### src/rtl/ex_forward_unit.sv
// ---------------------------------------------------------------------------
// ex_forward_unit
//
// Producer side of the EX-stage operand path. The unit keeps shadow copies
// of the MEM-stage and WB-stage destination and result. From these it
// returns in-flight results to the ALU operands. It also detects load-use
// hazards in ID and raises a one-cycle stall.
//
// Ports
//   clk, reset        single clock; synchronous active-high reset
//   id_rs, id_rt      source registers of the instruction in ID
//   id_use_rt         ID instruction reads rt as a source
//   ex_rs, ex_rt      source registers of the instruction in EX
//   rf_rs_data/rt     register-file values for ex_rs / ex_rt
//   ex_valid          EX holds a real instruction (0 = bubble)
//   ex_rd             EX destination register
//   ex_reg_write      EX instruction writes a register
//   ex_mem_read       EX instruction is a load
//   ex_result         ALU result of the EX instruction
//   mem_read_data     data-memory read data for the MEM-stage load
//   operand_a/b       forwarded rs / rt values
//   fwd_sel_a/b       0 = regfile, 1 = WB, 2 = MEM
//   stall             hold PC and IF/ID; bubble into ID/EX
//   stall_count       saturating count of stall cycles since reset
// ---------------------------------------------------------------------------
module ex_forward_unit #(
    parameter int DATA_W = 32,
    parameter int RA_W   = 5,
    parameter int CNT_W  = 16
) (
    input  logic              clk,
    input  logic              reset,
    input  logic [RA_W-1:0]   id_rs,
    input  logic [RA_W-1:0]   id_rt,
    input  logic              id_use_rt,
    input  logic [RA_W-1:0]   ex_rs,
    input  logic [RA_W-1:0]   ex_rt,
    input  logic [DATA_W-1:0] rf_rs_data,
    input  logic [DATA_W-1:0] rf_rt_data,
    input  logic              ex_valid,
    input  logic [RA_W-1:0]   ex_rd,
    input  logic              ex_reg_write,
    input  logic              ex_mem_read,
    input  logic [DATA_W-1:0] ex_result,
    input  logic [DATA_W-1:0] mem_read_data,
    output logic [DATA_W-1:0] operand_a,
    output logic [DATA_W-1:0] operand_b,
    output logic [1:0]        fwd_sel_a,
    output logic [1:0]        fwd_sel_b,
    output logic              stall,
    output logic [CNT_W-1:0]  stall_count
);

    localparam logic [1:0] SEL_RF  = 2'd0;
    localparam logic [1:0] SEL_WB  = 2'd1;
    localparam logic [1:0] SEL_MEM = 2'd2;

    // MEM-stage shadow
    logic              mem_valid;
    logic [RA_W-1:0]   mem_rd;
    logic              mem_load;
    logic [DATA_W-1:0] mem_alu;

    // WB-stage shadow
    logic              wb_valid;
    logic [RA_W-1:0]   wb_rd;
    logic [DATA_W-1:0] wb_data;

    // Per-source match terms
    logic a_mem_hit, a_wb_hit;
    logic b_mem_hit, b_wb_hit;
    logic load_use;

    // ------------------------------------------------------------------
    // Shadow pipeline registers
    // ------------------------------------------------------------------
    always_ff @(posedge clk) begin
        if (reset) begin
            mem_valid <= 1'b0;
            mem_rd    <= '0;
            mem_load  <= 1'b0;
            mem_alu   <= '0;
            wb_valid  <= 1'b0;
            wb_rd     <= '0;
            wb_data   <= '0;
        end else begin
            // Writes to $zero never become forwardable.
            mem_valid <= ex_valid & ex_reg_write & (ex_rd != '0);
            mem_rd    <= ex_rd;
            mem_load  <= ex_mem_read;
            mem_alu   <= ex_result;
            wb_valid  <= mem_valid;
            wb_rd     <= mem_rd;
            wb_data   <= mem_load ? mem_read_data : mem_alu;
        end
    end

    // ------------------------------------------------------------------
    // Forward match detection
    // ------------------------------------------------------------------
    // Matching is gated by reset. While reset is high the shadow registers
    // still hold pre-reset contents, and nothing may be forwarded from them.
    // A MEM-stage load is excluded, so such a match falls through to WB or
    // to the regfile.
    always_comb begin
        a_mem_hit = 1'b0;
        a_wb_hit  = 1'b0;
        b_mem_hit = 1'b0;
        b_wb_hit  = 1'b0;
        if (!reset) begin
            if (ex_rs != '0) begin
                a_mem_hit = mem_valid & ~mem_load & (mem_rd == ex_rs);
                a_wb_hit  = wb_valid & (wb_rd == ex_rs);
            end
            if (ex_rt != '0) begin
                b_mem_hit = mem_valid & ~mem_load & (mem_rd == ex_rt);
                b_wb_hit  = wb_valid & (wb_rd == ex_rt);
            end
        end
    end

    // ------------------------------------------------------------------
    // Operand A mux: MEM wins over WB (newest writer)
    // ------------------------------------------------------------------
    always_comb begin
        fwd_sel_a = SEL_RF;
        operand_a = rf_rs_data;
        if (a_mem_hit) begin
            fwd_sel_a = SEL_MEM;
            operand_a = mem_alu;
        end else if (a_wb_hit) begin
            fwd_sel_a = SEL_WB;
            operand_a = wb_data;
        end
    end

    // ------------------------------------------------------------------
    // Operand B mux
    // ------------------------------------------------------------------
    always_comb begin
        fwd_sel_b = SEL_RF;
        operand_b = rf_rt_data;
        if (b_mem_hit) begin
            fwd_sel_b = SEL_MEM;
            operand_b = mem_alu;
        end else if (b_wb_hit) begin
            fwd_sel_b = SEL_WB;
            operand_b = wb_data;
        end
    end

    // ------------------------------------------------------------------
    // Load-use hazard
    // ------------------------------------------------------------------
    // The stall lasts one cycle by construction: the next cycle EX holds
    // the inserted bubble (ex_valid = 0).
    always_comb begin
        load_use = ex_valid & ex_mem_read & (ex_rd != '0) &
                   ((ex_rd == id_rs) | (id_use_rt & (ex_rd == id_rt)));
        stall    = load_use & ~reset;
    end

    // ------------------------------------------------------------------
    // Saturating stall statistics
    // ------------------------------------------------------------------
    always_ff @(posedge clk) begin
        if (reset) begin
            stall_count <= '0;
        end else if (stall && (stall_count != '1)) begin
            stall_count <= stall_count + CNT_W'(1);
        end
    end

endmodule
### config.mk
export PLATFORM = sky130hd
export DESIGN_NAME = ex_forward_unit
export DESIGN_NICKNAME = d
export VERILOG_FILES = /design/src/rtl/ex_forward_unit.sv
export SDC_FILE = /design/constraint.sdc
export NUM_CORES = 1
export LEC_CHECK = 0
export CORE_UTILIZATION = 36
export CTS_BUF_LIST = sky130_fd_sc_hd__clkbuf_8
export DETAILED_ROUTE_END_ITERATION = 8
export GPL_TIMING_DRIVEN = 1
export PLACE_DENSITY = 0.72
export SYNTH_ARGS = -nofsm -noshare
export SYNTH_HDL_FRONTEND = slang
export SYNTH_SLANG_ARGS = --single-unit
### constraint.sdc
create_clock -name clk -period 3 [get_ports clk]
set_input_delay 0.6 -clock clk [delete_from_list [all_inputs] [get_ports clk]]
set_output_delay 0.6 -clock clk [all_outputs]
set_load 0.05 [all_outputs]
After elaboration in Yosys (flattened, before gate mapping)
Cells that the tools add are included.
{ "word_totals": {"reg_bits": 93, "latch_bits": 0, "ram_bits": 0, "rom_bits": 0, "in_bits": 159, "output_inout_bits": 85, "wordCells": 52, "mem_count": 0} }
{ "op_classes": {"add_sub_neg": 1, "n_mul": 0, "div_mod_pow": 0, "magnitude_cmp": 0, "eq_ne": 7, "shift": 0, "muxes": 17, "bitwise": 15, "n_reduce_logical": 4} }
{ "op_table": {"columns": ["operator", "n"], "rows": [
  ["$mux W32", 5],
  ["$eq A5 B5 Y1", 6],
  ["$add A16 B1 Y16 const B", 1],
  ["$ne A16 B16 Y1 const B", 1],
  ["$reduce_bool A5 Y1", 3],
  ["$and A1 B1 Y1", 12],
  ["$mux W1", 10],
  ["$mux W2", 2],
  ["$not A1 Y1", 2],
  ["$logic_and A1 B1 Y1", 1],
  ["$or A1 B1 Y1", 1]
]} }

Depth between registers and ports, before layout
Gate-level depths: netlist of run 1.
{ "logic_depth": {"ltp_word": 6, "ltp_mapped": 8, "mapped_depth_nobuf": 6} }

Least setup slack after synthesis of run 1
Ideal clock, no wire load.
{ "synth_path": {"path_type": "input port to output port", "startpoint": "input port ex_rs[1]", "endpoint": "output port operand_a[10]", "t_arrival_ps": 2796, "required_time_ps": 2400, "path_slack_ps": -396, "stages": 6, "n_path_buf": 1, "path_cell_list": "or4_1 nor2_1 nor3_2 buf_2 mux2i_1 o21ai_0"} }
{ "synth_between": {"elab_chain_len": 6} }
{ "synth_lines": {"columns": ["element", "line", "text"], "rows": [
  ["from (decl)", "36", "input logic [RA_W-1:0] ex_rs,"],
  ["$eq A5 B5 Y1", "113", "a_wb_hit = wb_valid & (wb_rd == ex_rs);"],
  ["$and A1 B1 Y1", "113", null],
  ["$mux W1", "111", "if (ex_rs != '0) begin"],
  ["$mux W1", "110", "if (!reset) begin"],
  ["$mux W32", "131", "end else if (a_wb_hit) begin"],
  ["$mux W32 *", "128", "if (a_mem_hit) begin"],
  ["to (decl)", "46", "output logic [DATA_W-1:0] operand_a,"]
]} }
Every way passes the cells marked *; elsewhere a longest branch is shown, timed or not.

Worst setup path in the final report of run 1
{ "layout_path": {"startpoint": "input port ex_rt[1]", "endpoint": "output port operand_b[21]"} }
{ "layout_between": {"elab_chain_len": 6} }
{ "layout_lines": {"columns": ["element", "line", "text"], "rows": [
  ["from (decl)", "37", "input logic [RA_W-1:0] ex_rt,"],
  ["$eq A5 B5 Y1", "117", "b_wb_hit = wb_valid & (wb_rd == ex_rt);"],
  ["$and A1 B1 Y1", "117", null],
  ["$mux W1", "115", "if (ex_rt != '0) begin"],
  ["$mux W1", "110", null],
  ["$mux W32", "146", "end else if (b_wb_hit) begin"],
  ["$mux W32 *", "143", "if (b_mem_hit) begin"],
  ["to (decl)", "47", "output logic [DATA_W-1:0] operand_b,"]
]} }
Marks and branches as above.

==> reports/metrics.yaml, run 1 <==
die:
  start_util: 0.368
  die-area_mm2: 0.0147
  rows: 43
  die_w_um: 121
  core_area_mm2: 0.0139
  pin_count: 244
  die_y_um: 121
power:
  power.total_mw: 3.06
  p_leak_nw: 3.54
  power_density_mw_per_mm2: 324
  max-vdd-ir-drop_mv: 0.202
global_route:
  grt_pass1_vias: 5366
  grt_pass1_wl_um: 28600
  track_usage: 0.254
  grt_overflow: 0
  grt_antenna_before_repair: 0
  grt_start_max_net_pins: 67
critical_path:
  reg2reg_setup_slack_ps: 920
  timing.critical_path.mode_cell: "buf_12"
  worstPathRequired_ps: 2400
  rr_worst_depth: 6
  r2r_end: "stall_count[5]"
  critPathMaxFanout: 7
  path_cells: "buf_6 -> or4_4 -> nor2_4 -> buf_6 -> nor4_4 -> buf_12 -> buf_12 -> mux2i_4 -> a21oi_2 -> buf_12"
  cp.arrival_ps: 2380
  slowest_delay_ps: 540
  start_kind: "primary input"
  crit_path_end_kind: "primary output"
  rr_startpoint: "stall_count[0]"
  cp_slowest_cell: "or4_4"
  path_class: "primary input to primary output"
min_path:
  holdPathEnd: "wb_valid"
  whs_path_depth: 1
  holdCritStartpoint: "mem_valid"
  hold_path_class: "flop to flop"
sta:
  holdWs_ps: 464
  slew_viol_final: 0
  setup_viol: 0
  hold_viol: 0
  relSlewSlack: 0.541
  fin_crit_sh: 0.992
  post-route-min-period_ps: 2980
  tightest_slew_ps: 688
  layout_setup_ws_ps: 22.7
  rsz0062_at_grt: "yes"
  finalClockSkew_ps: 14.4
  timing.fmax_ghz: 0.336
synthesis:
  synth.top_cell.area_share: 0.365
  yosys_warnings: 0
  yosysSeqAreaShare: 0.365
  synthesis.area_mm2: 0.00511
  synth_edf_count: 0
  syn_inst: 575
  yosys-top-cells-count: "mux2i_1, dfxtp_1, nor2_1"
  yosysMostFrequentCell: "mux2i_1"
  ys_async_sr_fraction: 0
  ys_types: 44
  synth.largest_area_cell: "dfxtp_1"
  ys_seq_elements: 93
  syn-num-nets: 735
  synth_flop_cell: "dfxtp_1"
  netlist_top_cells_area: "dfxtp_1, mux2i_1, nor2b_1"
  postSynthAreaPerCell_um2: 8.88
cts:
  numCtsBuffers: 9
  htree_levels: 3
  ctsLongestPathBuffers: 2
  clock_latency_ps: 370
  clockRootBuffer: "clkbuf_8"
  clock-sinks: 93
  cts_tree: "yes"
  clkSlewWorstSetupHoldPaths_ps: 80
place:
  gp_congestion: 0.866
  dpl_cell_area_mm2: 0.00872
  dp_hpwl_um: 13100
  place_ws_ps: -425
  io_buffers: 243
cells_and_area:
  drive_gt1_frac: 0.294
  fill_cells: 1063
  multi_input_comb_area_mm2: 0.00343
  syn_to_final_growth_pct: 84.6
  final_area_mm2: 0.00943
  final_nets: 999
  antenna_cells: 0
  seqCellArea_mm2: 0.00186
route:
  viasPerCell: 5.08
  ant_nets: 0
  dr.first_iter.drc_count: 214
  wl_per_cell_um: 18.0
  drc: 0
  vias: 5200
  drt-total-wl_um: 18400
  drt_pass1_iterations: 4
run:
  max_cap_violations: 0
run_status:
  status: "complete, no violations"
logic make-up (layout without fill, tap and decap cells):
kind of cell               Yosys count  count (layout)  synth area share
AOI/OAI and AO/OA                   88              88             0.109
adders and majority gates            1               1           0.00245
and+or+nand+nor                    220             220             0.230
DFF                                 93              93             0.365
buffers and inverters               43             312            0.0453
muxes                              102             102             0.201
xor gates and xnor gates            28              28            0.0480
how the worst max path moves through the flow:
stage / start / end / cells after the start
2_1_floorplan: ex_rs[1] / operand_a[0] / 5
3_3_place_gp: ex_rs[1] / operand_a[0] / 9
3_5_place_dp: ex_rt[2] / operand_b[24] / 8
4_1_cts: ex_rs[4] / operand_a[0] / 10
5_1_grt: ex_rt[1] / operand_b[30] / 10
6_report: ex_rt[1] / operand_b[21] / 10
stage by stage:
| stage | TNS (ps) | utilization | cells |
|---|---|---|---|
| 2_1_floorplan | -703 | - | 575 |
| 3_3_place_gp | -21500 | 0.628 | 994 |
| 3_5_place_dp | -22080 | 0.628 | 994 |
| 4_1_cts | -17.1 | 0.668 | 1023 |
| 5_1_grt | -165 | 0.679 | 1024 |
| 6_report | 0 | 0.679 | 1024 |
registers in the layout, summed over array words and instances (netlist names):
register and count:
mem_alu 32, mem_load 1, mem_rd 5, mem_valid 1, stall_count 16, wb_data 32, wb_rd 5, wb_valid 1
routing by layer:
layer | up-vias | share of wire | global-route usage | wire length, um
met5 | - | 0 | 0 | 0
met4 | 0 | 0.020 | 0.0949 | 373
met3 | 26 | 0.066 | 0.0522 | 1220
met2 | 203 | 0.51 | 0.453 | 9380
met1 | 2440 | 0.40 | 0.298 | 7430
li1 | 2531 | - | - | -
cell type report:
cell class                 instances  share of cell area
clock buffer                      10              0.0146
clock inverter                     6             0.00584
inverter                           3             0.00119
multi-input combinational        439               0.364
sequential                        93               0.198
tap                              180              0.0239
timing repair buffer             293               0.393
cell usage in the layout (no fill, tap or decap), drive strengths merged, types with 3 or more instances in the layout:
| master | instances |
|---|---|
| clkdlybuf4s15 | 3 |
| mux2i | 97 |
| nor2b | 51 |
| nor3 | 4 |
| xor2 | 14 |
| or4 | 10 |
| or3 | 3 |
| nor3b | 3 |
| o31ai | 7 |
| o21ai | 35 |
| nand2 | 37 |
| nor4 | 5 |
| mux2 | 5 |
| clkdlybuf4s50 | 163 |
| nor2 | 76 |
| xnor2 | 14 |
| dfxtp | 93 |
| nand4 | 13 |
| a21oi | 43 |
| inv | 5 |
| clkbuf | 10 |
| buf | 125 |
| nand3 | 8 |
what timing repair did:
action / CTS / global route
cloned: 5 / 0
hold buffers: 0 / 0
setup endpoints to repair: 68 / 62
gates resized for setup: 75 / 34
hold endpoints to repair: 0 / 0
setup buffers: 10 / 3
pin swaps: 36 / 8
critical path: cells and delay by family:
| family | cells | cell delay (ps) |
|---|---|---|
| simple gates | 3 | 690 |
| compound gates | 1 | 190 |
| buf+inv | 5 | 690 |
| mux | 1 | 190 |
power by group:
group	internal, mW	switching, mW
Clock	0.400	0.440
Sequential	1.29	0.0441
Combinational	0.484	0.398
Power figures use the tool's default switching activity.
==> run 2: changes to the inputs <==
Settings changed: CORE_MARGIN from default to 4.
==> reports/metrics.yaml, run 2 (synthesis results as in run 1) <==
die:
  die_w_um: 127  # +5.0%
  die_y_um: 127  # +5.0%
  die-area_mm2: 0.0162  # +10%
  start_util: 0.368  # unchanged
  rows: 43  # unchanged
  pin_count: 244  # unchanged
  core_area_mm2: 0.0139  # unchanged
route:
  wl_per_cell_um: 19.7  # +9.4%
  vias: 5275  # +1.4%
  ant_nets: 0  # unchanged
  drc: 0  # unchanged
  viasPerCell: 5.21  # +2.6%
  dr.first_iter.drc_count: 233  # +8.9%
  drt_pass1_iterations: 4  # unchanged
  drt-total-wl_um: 19900  # +8.1%
cells_and_area:
  final_common_cell: "clkdlybuf4s50_1"
  final_util: 0.686  # +0.00640
  antenna_cells: 0  # unchanged
  final_area_mm2: 0.00952  # +0.94%
  drive_gt1_frac: 0.311  # +0.0175
  reg_top3: "mem_alu: 32 flops, wb_data: 32 flops, stall_count: 16 flops"
  final_nets: 990  # -0.90%
  syn_to_final_growth_pct: 86.3
  layout_common_cells: "clkdlybuf4s50_1, dfxtp_1, mux2i_1"
sta:
  fin_crit_sh: 0.995  # +0.00228
  post-route-min-period_ps: 2980  # +6.84 ps
  finalClockSkew_ps: 6.67  # -7.76 ps
  setup_viol: 0  # unchanged
  relSlewSlack: 0.518  # -0.0234
  hold_viol: 0  # unchanged
  slew_viol_final: 0  # unchanged
  timing.fmax_ghz: 0.335  # -0.23%
  tightest_slew_ps: 723  # +35.2 ps
  rsz0062_at_grt: "yes"
cts:
  clockRootBuffer: "clkbuf_8"
  clkSlewWorstSetupHoldPaths_ps: 90  # about the same
  htree_levels: 3  # unchanged
  cts_tree: "yes"
  ctsLongestPathBuffers: 2  # unchanged
  numCtsBuffers: 9  # unchanged
  clock-sinks: 93  # unchanged
  clock_latency_ps: 380  # about the same
global_route:
  grt_antenna_before_repair: 0  # unchanged
  grt_pass1_wl_um: 28700  # +0.22%
  track_usage: 0.226  # -0.0288
  grt_overflow: 0  # unchanged
  grt_start_max_net_pins: 98  # +46%
  grt_pass1_vias: 5254  # -2.1%
min_path:
  hold_path_class: "flop to flop"
critical_path:
  crit_path_end_kind: "primary output"
  cp.arrival_ps: 2380  # about the same
  path_class: "primary input to primary output"
  start_kind: "primary input"
  worstPathRequired_ps: 2400  # about the same
  critPathMaxFanout: 9  # +2
place:
  io_buffers: 243  # unchanged
  dp_hpwl_um: 13200  # +0.37%
  dpl_cell_area_mm2: 0.00863  # -1.0%
  gp_congestion: 0.876  # +1.1%
run_status:
  status: "complete, no violations"
run:
  max_cap_violations: 0  # unchanged
power:
  max-vdd-ir-drop_mv: 0.195  # -3.9%
  power_density_mw_per_mm2: 329  # +1.6%
  p_leak_nw: 3.53  # -0.44%
-- run 2: cell types whose count changed in the layout (fill, tap and decap cells not counted), moves of 11 or more --
cell     before  now
a21oi_4       1   12
buf_4        34   18
nor2_2        2   17
nor2_1       72   47
a21oi_2      32   21
o21ai_2      18   29
-- run 2: per-layer routing --
metal  up-vias  part of all wire  GRT usage  routed length, um
met5         -                 0          0                  0
met4         0             0.021     0.0801                408
met3        24             0.066     0.0472               1320
met2       210              0.53      0.395              10500
met1      2529              0.38      0.274               7640
li1       2512                 -          -                  -
-- run 2: timing repair --
item                       4_1_cts  5_1_grt
buffers inserted                 5        3
gates cloned                     3        8
gates resized for setup         56       78
pin swaps                       17       13
setup endpoints to repair       68       64
hold buffers                     0        0
-- run 2: power by group --
part / internal [mW] / switching (mW) / leakage (nW)
Combinational: 0.483 / 0.397 / 2.66
Clock: 0.476 / 0.438 / 0.105
Sequential: 1.29 / 0.0498 / 0.768
-- run 2: worst paths after layout --
kind	start	endpoint	slack [ps]	depth (start not counted)
max reg2reg	stall_count[0]	stall_count[5]	890	6
max	ex_rt[3]	operand_b[5]	20	8
min reg2reg	mem_valid	wb_valid	500	1
min	mem_valid	wb_valid	500	1
-- run 2: area by class of cell --
| class | count | area, um2 |
|---|---|---|
| fill | 1078 | 4360 |
| timing repair buffer | 284 | 3700 |
| multi-input combinational | 439 | 3510 |
| sequential | 93 | 1860 |
| tap | 180 | 225 |
| clock buffer | 10 | 138 |
| clock inverter | 3 | 63.8 |
| inverter | 3 | 11.3 |
-- run 2: worst max-delay path, cell delays in order --
cell       delay (ps)
clkbuf_2          100
or4_4             540
nor2_4            130
or4_4             350
clkbuf_16         250
nor2_1             60
a21oi_2           170
buf_12            160
-- run 2: through the flow --
stage               hold WS [ps]  cells  power (mW)  setup WS (ps)  TNS, ps
floorplan                    429    575        1.72           -216     -703
global placement             443    982        2.20           -579   -27270
detailed placement           464    982        2.21           -573   -29510
CTS                          500   1003        3.13          -24.1    -73.5
global route                 519   1012        3.25          -66.0     -658
finish                       499   1012        3.13           15.8        0
==> run 3: changes to the inputs <==
--- a/config.mk
+++ b/config.mk
@@ -13,2 +13,3 @@
 export PLACE_DENSITY = 0.72
+export REMOVE_ABC_BUFFERS = 1
 export SYNTH_ARGS = -nofsm -noshare
==> constraint.sdc (replaced) <==
create_clock -name clk -period 3 [get_ports clk]
set_input_delay 0.9 -clock clk [delete_from_list [all_inputs] [get_ports clk]]
set_output_delay 0.9 -clock clk [all_outputs]
set_load 0.05 [all_outputs]
==> reports/metrics.yaml, run 3 (synthesis results as in run 1) <==
run_status:
  status: "complete, but fails checks"
  violations: "setup timing"
sta:
  slew_viol_final: 0  # unchanged
  relSlewSlack: 0.368  # -0.150
  post-route-min-period_ps: 3650  # +662 ps
  fin_crit_sh: 1.22  # +0.221
  hold_viol: 0  # unchanged
  rsz0062_at_grt: "yes"
  timing.fmax_ghz: 0.274  # -18%
  holdWs_ps: 466  # -33.4 ps
  tightest_slew_ps: 948  # +225 ps
  finalClockSkew_ps: 7.82  # +1.15 ps
  setup_viol: 68  # +68
  layout_setup_ws_ps: -646  # -662 ps
critical_path:
  worstPathRequired_ps: 2100  # -300 ps
  cp.arrival_ps: 2750  # +370 ps
  crit_buf_inv: 6  # +3
  cp_slowest_cell: "or4_4"
  critPathMaxFanout: 6  # -3
  slowest_delay_ps: 540  # about the same
  path_class: "primary input to primary output"
  timing.critical_path.mode_cell: "buf_12"
  start_kind: "primary input"
  crit_path_end_kind: "primary output"
  path_delay_family: "buffers and inverters"
  path_cells: "buf_6 -> or4_4 -> nor2_4 -> buf_6 -> nor4_4 -> buf_12 -> buf_12 -> buf_16 -> mux2i_2 -> a21oi_2 -> buf_12"
global_route:
  grt_start_max_net_pins: 89  # -9.2%
  grt_pass1_wl_um: 29500  # +2.8%
  track_usage: 0.231  # +0.00530
  grt_overflow: 0  # unchanged
  grt_pass1_vias: 5604  # +6.7%
  grt_antenna_before_repair: 0  # unchanged
cts:
  cts_tree: "yes"
  ctsLongestPathBuffers: 2  # unchanged
  clock-sinks: 93  # unchanged
  numCtsBuffers: 9  # unchanged
  htree_levels: 3  # unchanged
  clkSlewWorstSetupHoldPaths_ps: 80  # about the same
  clock_latency_ps: 370  # about the same
  clockRootBuffer: "clkbuf_8"
power:
  power_density_mw_per_mm2: 313  # -5.1%
  p_leak_nw: 3.67  # +4.0%
  max-vdd-ir-drop_mv: 0.263  # +35%
  power.total_mw: 3.00  # -4.3%
route:
  drt-total-wl_um: 19500  # -1.8%
  ant_nets: 0  # unchanged
  viasPerCell: 5.12  # -1.9%
  wl_per_cell_um: 18.6  # -5.6%
  vias: 5382  # +2.0%
  dr.first_iter.drc_count: 221  # -5.2%
  drt_pass1_iterations: 4  # unchanged
  drc: 0  # unchanged
die:
  die_w_um: 127  # unchanged
  core_area_mm2: 0.0139  # unchanged
  die-area_mm2: 0.0162  # unchanged
  start_util: 0.368  # unchanged
  rows: 43  # unchanged
  die_y_um: 127  # unchanged
  pin_count: 244  # unchanged
cells_and_area:
  final_util: 0.691  # +0.00541
  final_nets: 1027  # +3.7%
  layout_common_cells: "clkdlybuf4s50_1, dfxtp_1, mux2i_1"
  final_common_cell: "clkdlybuf4s50_1"
  antenna_cells: 0  # unchanged
  fill_cells: 1026  # -4.8%
  drive_gt1_frac: 0.303  # -0.00855
  syn_to_final_growth_pct: 87.8
  reg_top3: "mem_alu: 32 flops, wb_data: 32 flops, stall_count: 16 flops"
min_path:
  hold_path_class: "flop to flop"
place:
  gp_congestion: 0.900  # +2.7%
  io_buffers: 243  # unchanged
  dp_hpwl_um: 13200  # +0.58%
run:
  max_cap_violations: 0  # unchanged
## run 3: per-stage QoR
stage / area, um2 / instances / TNS, ps / worst slack [ps]
2_1_floorplan: 4890 / 535 / -291850 / -7270
3_3_place_gp: 8730 / 1015 / -62730 / -1020
3_5_place_dp: 8730 / 1015 / -63950 / -1090
4_1_cts: 9520 / 1052 / -37940 / -635
5_1_grt: 9590 / 1052 / -40690 / -691
6_report: 9590 / 1052 / -36100 / -646
## run 3: what timing repair did
item                                    4_1_cts  5_1_grt
cloned                                        9        0
hold buffers                                  0        0
pin swaps                                    53       12
hold endpoints to repair                      0        0
endpoints found under the setup margin       69       69
resized for setup                           146       26
setup buffers                                12        5
## run 3: worst paths after layout
| kind | start | to | slack (ps) | cells past startpoint |
|---|---|---|---|---|
| worst min register to register | mem_valid | wb_valid | 470 | 1 |
| worst min-delay path | mem_valid | wb_valid | 470 | 1 |
| worst max-delay path | ex_rt[3] | operand_b[30] | -650 | 11 |
| worst max register to register | stall_count[0] | stall_count[5] | 880 | 6 |
## run 3: routing by layer
metal / part of all wire / vias to the layer above / track usage
met5: 0 / - / 0
met4: 0.027 / 0 / 0.0871
met3: 0.082 / 32 / 0.0648
met2: 0.51 / 229 / 0.414
met1: 0.38 / 2546 / 0.260
li1: - / 2575 / -
## run 3: power breakdown
group          leakage, nW  internal, mW  switching (mW)
Clock                0.104         0.334           0.432
Sequential           0.767          1.29          0.0427
Combinational         2.80         0.498           0.401
Total                 3.67          2.12           0.876
## run 3: cell type report
cell class                 instances  area [um2]  share of cell area
tap                              180         225              0.0235
multi-input combinational        439        3300               0.344
clock inverter                     5        20.0             0.00209
clock buffer                      11         151              0.0158
sequential                        93        1860               0.194
inverter                           3        16.3             0.00170
timing repair buffer             321        4010               0.418
==> RTL change, RTL diff (config.mk and constraints of run 1) <==
`mem_rd`, `mem_alu` and `wb_data` no longer have a reset.
--- a/src/rtl/ex_forward_unit.sv
+++ b/src/rtl/ex_forward_unit.sv
@@ -78,20 +78,20 @@
         if (reset) begin
             mem_valid <= 1'b0;
-            mem_rd    <= '0;
             mem_load  <= 1'b0;
-            mem_alu   <= '0;
             wb_valid  <= 1'b0;
             wb_rd     <= '0;
-            wb_data   <= '0;
         end else begin
             // Writes to $zero never become forwardable.
             mem_valid <= ex_valid & ex_reg_write & (ex_rd != '0);
-            mem_rd    <= ex_rd;
             mem_load  <= ex_mem_read;
-            mem_alu   <= ex_result;
             wb_valid  <= mem_valid;
             wb_rd     <= mem_rd;
-            wb_data   <= mem_load ? mem_read_data : mem_alu;
         end
+    end
+
+    always_ff @(posedge clk) begin
+        mem_rd  <= ex_rd;
+        mem_alu <= ex_result;
+        wb_data <= mem_load ? mem_read_data : mem_alu;
     end
 
Formal check against the unedited RTL: same outputs for any inputs over 10 cycles, from zero or initial values and one cycle with reset high; that may be too few to reach the edited logic, so the function may still have changed.
==> RTL change against run 1 <==
The flow now finishes with violations (setup timing); area after synthesis decreased by 9.6%; die area decreased by 9.4%; combinational power about the same; synthesized cell count decreased by 13%; worst hold slack improved by 4.7 ps; worst setup slack got worse by 110 ps; total power decreased by 0.79%; final area increased by 1.7%; via count decreased by 0.29%; clock skew decreased by 5.1 ps; fmax decreased by 3.5%; routed wire length increased by 14%; sequential cell count unchanged; critical path type unchanged; largest cell class unchanged; highest routed layer is now met5.
==> RTL change: results (changes against run 1) <==
drt:
  met2_length_mm: 10.4  # +11%
  routed.top_layer: "met5"
  wl_mm: 20.9  # +14%
  drt_first_iter_violations: 285  # +33%
  met3_length_mm: 1.57  # +29%
  met1_length_mm: 8.04  # +8.3%
  firstDrtPassIters: 4  # unchanged
  post_drt_via_cell_ratio: 5.33  # +5.0%
critical_path:
  crit_path_max_incr_delay_ps: 420  # -120 ps
  worstPathArrival_ps: 2490  # +110 ps
  critPathMaxFanout: 9  # +2
  crit_path_top_delay_cell: "mux2i_1"
synth:
  yosysUniqueCellTypes: 41  # -6.8%
  ys.flop_type: "dfxtp_1"
  syn-num-nets: 660  # -10%
  synthXorXnorAreaFrac_pct: 5.31  # +0.51 points
  seq_area_frac_synth_pct: 40.3  # +3.9 points
  synthTopCellsByCount: "dfxtp_1 (93), mux2i_1 (64), a21oi_1 (45)"
  synth_compound_area_share_pct: 11.4  # +0.48 points
  synth_fa_ha_area_share_pct: 0.271  # +0.026 points
  synth.area.mux_share_pct: 22.2  # +2.0 points
  synthTopCellsByArea: "dfxtp_1 (40%), mux2i_1 (14%), mux2_2 (8.0%), a21oi_1 (4.9%), o21ai_0 (3.8%)"
  syn_inst: 500  # -13%
  yosysWarningCount: 0  # unchanged
global_routing:
  grt_util_all_layers_pct: 29.8  # +4.4 points
  grtUsageMet3_pct: 7.96  # +2.7 points
  grtUsageMet1_pct: 34.9  # +5.0 points
  grt_pass1_vias: 5259  # -2.0%
  antenna_found_initial: 1  # +1
  use_met2_pct: 51.0  # +5.8 points
  grt_max_degree: 33  # -51%
  grt_pass1_wl_mm: 29.6  # +3.6%
timing:
  fin_skew_ps: 9.37  # -5.06 ps
  setup_slack_ps: -86.5  # -109 ps
  finalSetupViolCount: 27  # +27
  relSlewSlack_pct: 64.1  # +10 points
placed_design:
  dp_hpwl_mm: 13.8  # +5.0%
  gp_congestion: 0.876  # +1.1%
  dp.cells: 919  # -7.5%
  port_buffers: 243  # unchanged
  placed_area_sq_mm: 0.00839  # -3.8%
  pre_cts_slack_ps: -936  # -512 ps
clock_tree:
  cts_buffer_depth: 2  # unchanged
  path_clk_slew_ps: 80  # about the same
  cts-root-buf: "clkbuf_8"
  insertion_delay_ps: 370  # about the same
  htreeDepth: 3  # unchanged
pwr:
  p_leak_nw: 3.58  # +0.95%
  ir_worst_vdd_mv: 0.158  # -22%
final_layout:
  finalNetCount: 956  # -4.3%
  diodes: 0  # unchanged
  fin_cells: 972  # -5.1%
  top_regs: "mem_alu x32, wb_data x32, stall_count x16"
  layout-drive-gt1-share_pct: 40.5  # +11 points
outcome:
  failed_checks: "setup timing"
  status: "finished, violations left"
min_path:
  hold_path.class: "flop to flop"
-- RTL change: changes by cell type after synthesis, moves of 12 or more --
cell,run 1,this run
a21oi_1,22,45
a21oi_2,21,1
mux2_2,3,33
mux2i_1,97,64
nor2_1,75,40
nor2b_1,51,12
o21ai_0,22,35
o21ai_1,13,1
-- RTL change: final timing paths --
kind | endpoint | slack, ps | from
setup reg to reg | stall_count[1] | 920 | stall_count[0]
setup / recovery | operand_a[11] | -90 | ex_rs[2]
hold / removal | wb_valid | 470 | mem_valid
hold reg to reg | wb_valid | 470 | mem_valid
-- RTL change: area by class of cell --
type | count | area [sq um]
clock buffer | 12 | 165
clock inverter | 3 | 12.5
fill | 786 | 2980
inverter | 4 | 15.0
multi-input combinational | 371 | 3280
sequential | 93 | 1870
tap | 172 | 215
timing repair buffer | 317 | 4040
-- RTL change: metrics by stage --
stage / setup TNS [ps] / hold slack (ps)
6_report: -1160 / 468
5_1_grt: -4480 / 496
4_1_cts: 0 / 472
3_5_place_dp: -43710 / 458
3_3_place_gp: -39910 / 442
2_1_floorplan: -703 / 429
-- RTL change: what timing repair did --
action | CTS | global route
gates cloned | 8 | 4
resized for setup | 101 | 62
pin swaps | 20 | 9
endpoints found under the setup margin | 68 | 68
buffers inserted | 26 | 3
hold buffers | 0 | 0
-- RTL change: where the power goes --
group | internal (W) | switching [W] | leakage (nW) | total, W
clock | 0.000358 | 0.000431 | 0.101 | 0.000789
sequential | 0.00130 | 0.0000618 | 0.778 | 0.00136
combinational | 0.000493 | 0.000387 | 2.70 | 0.000880
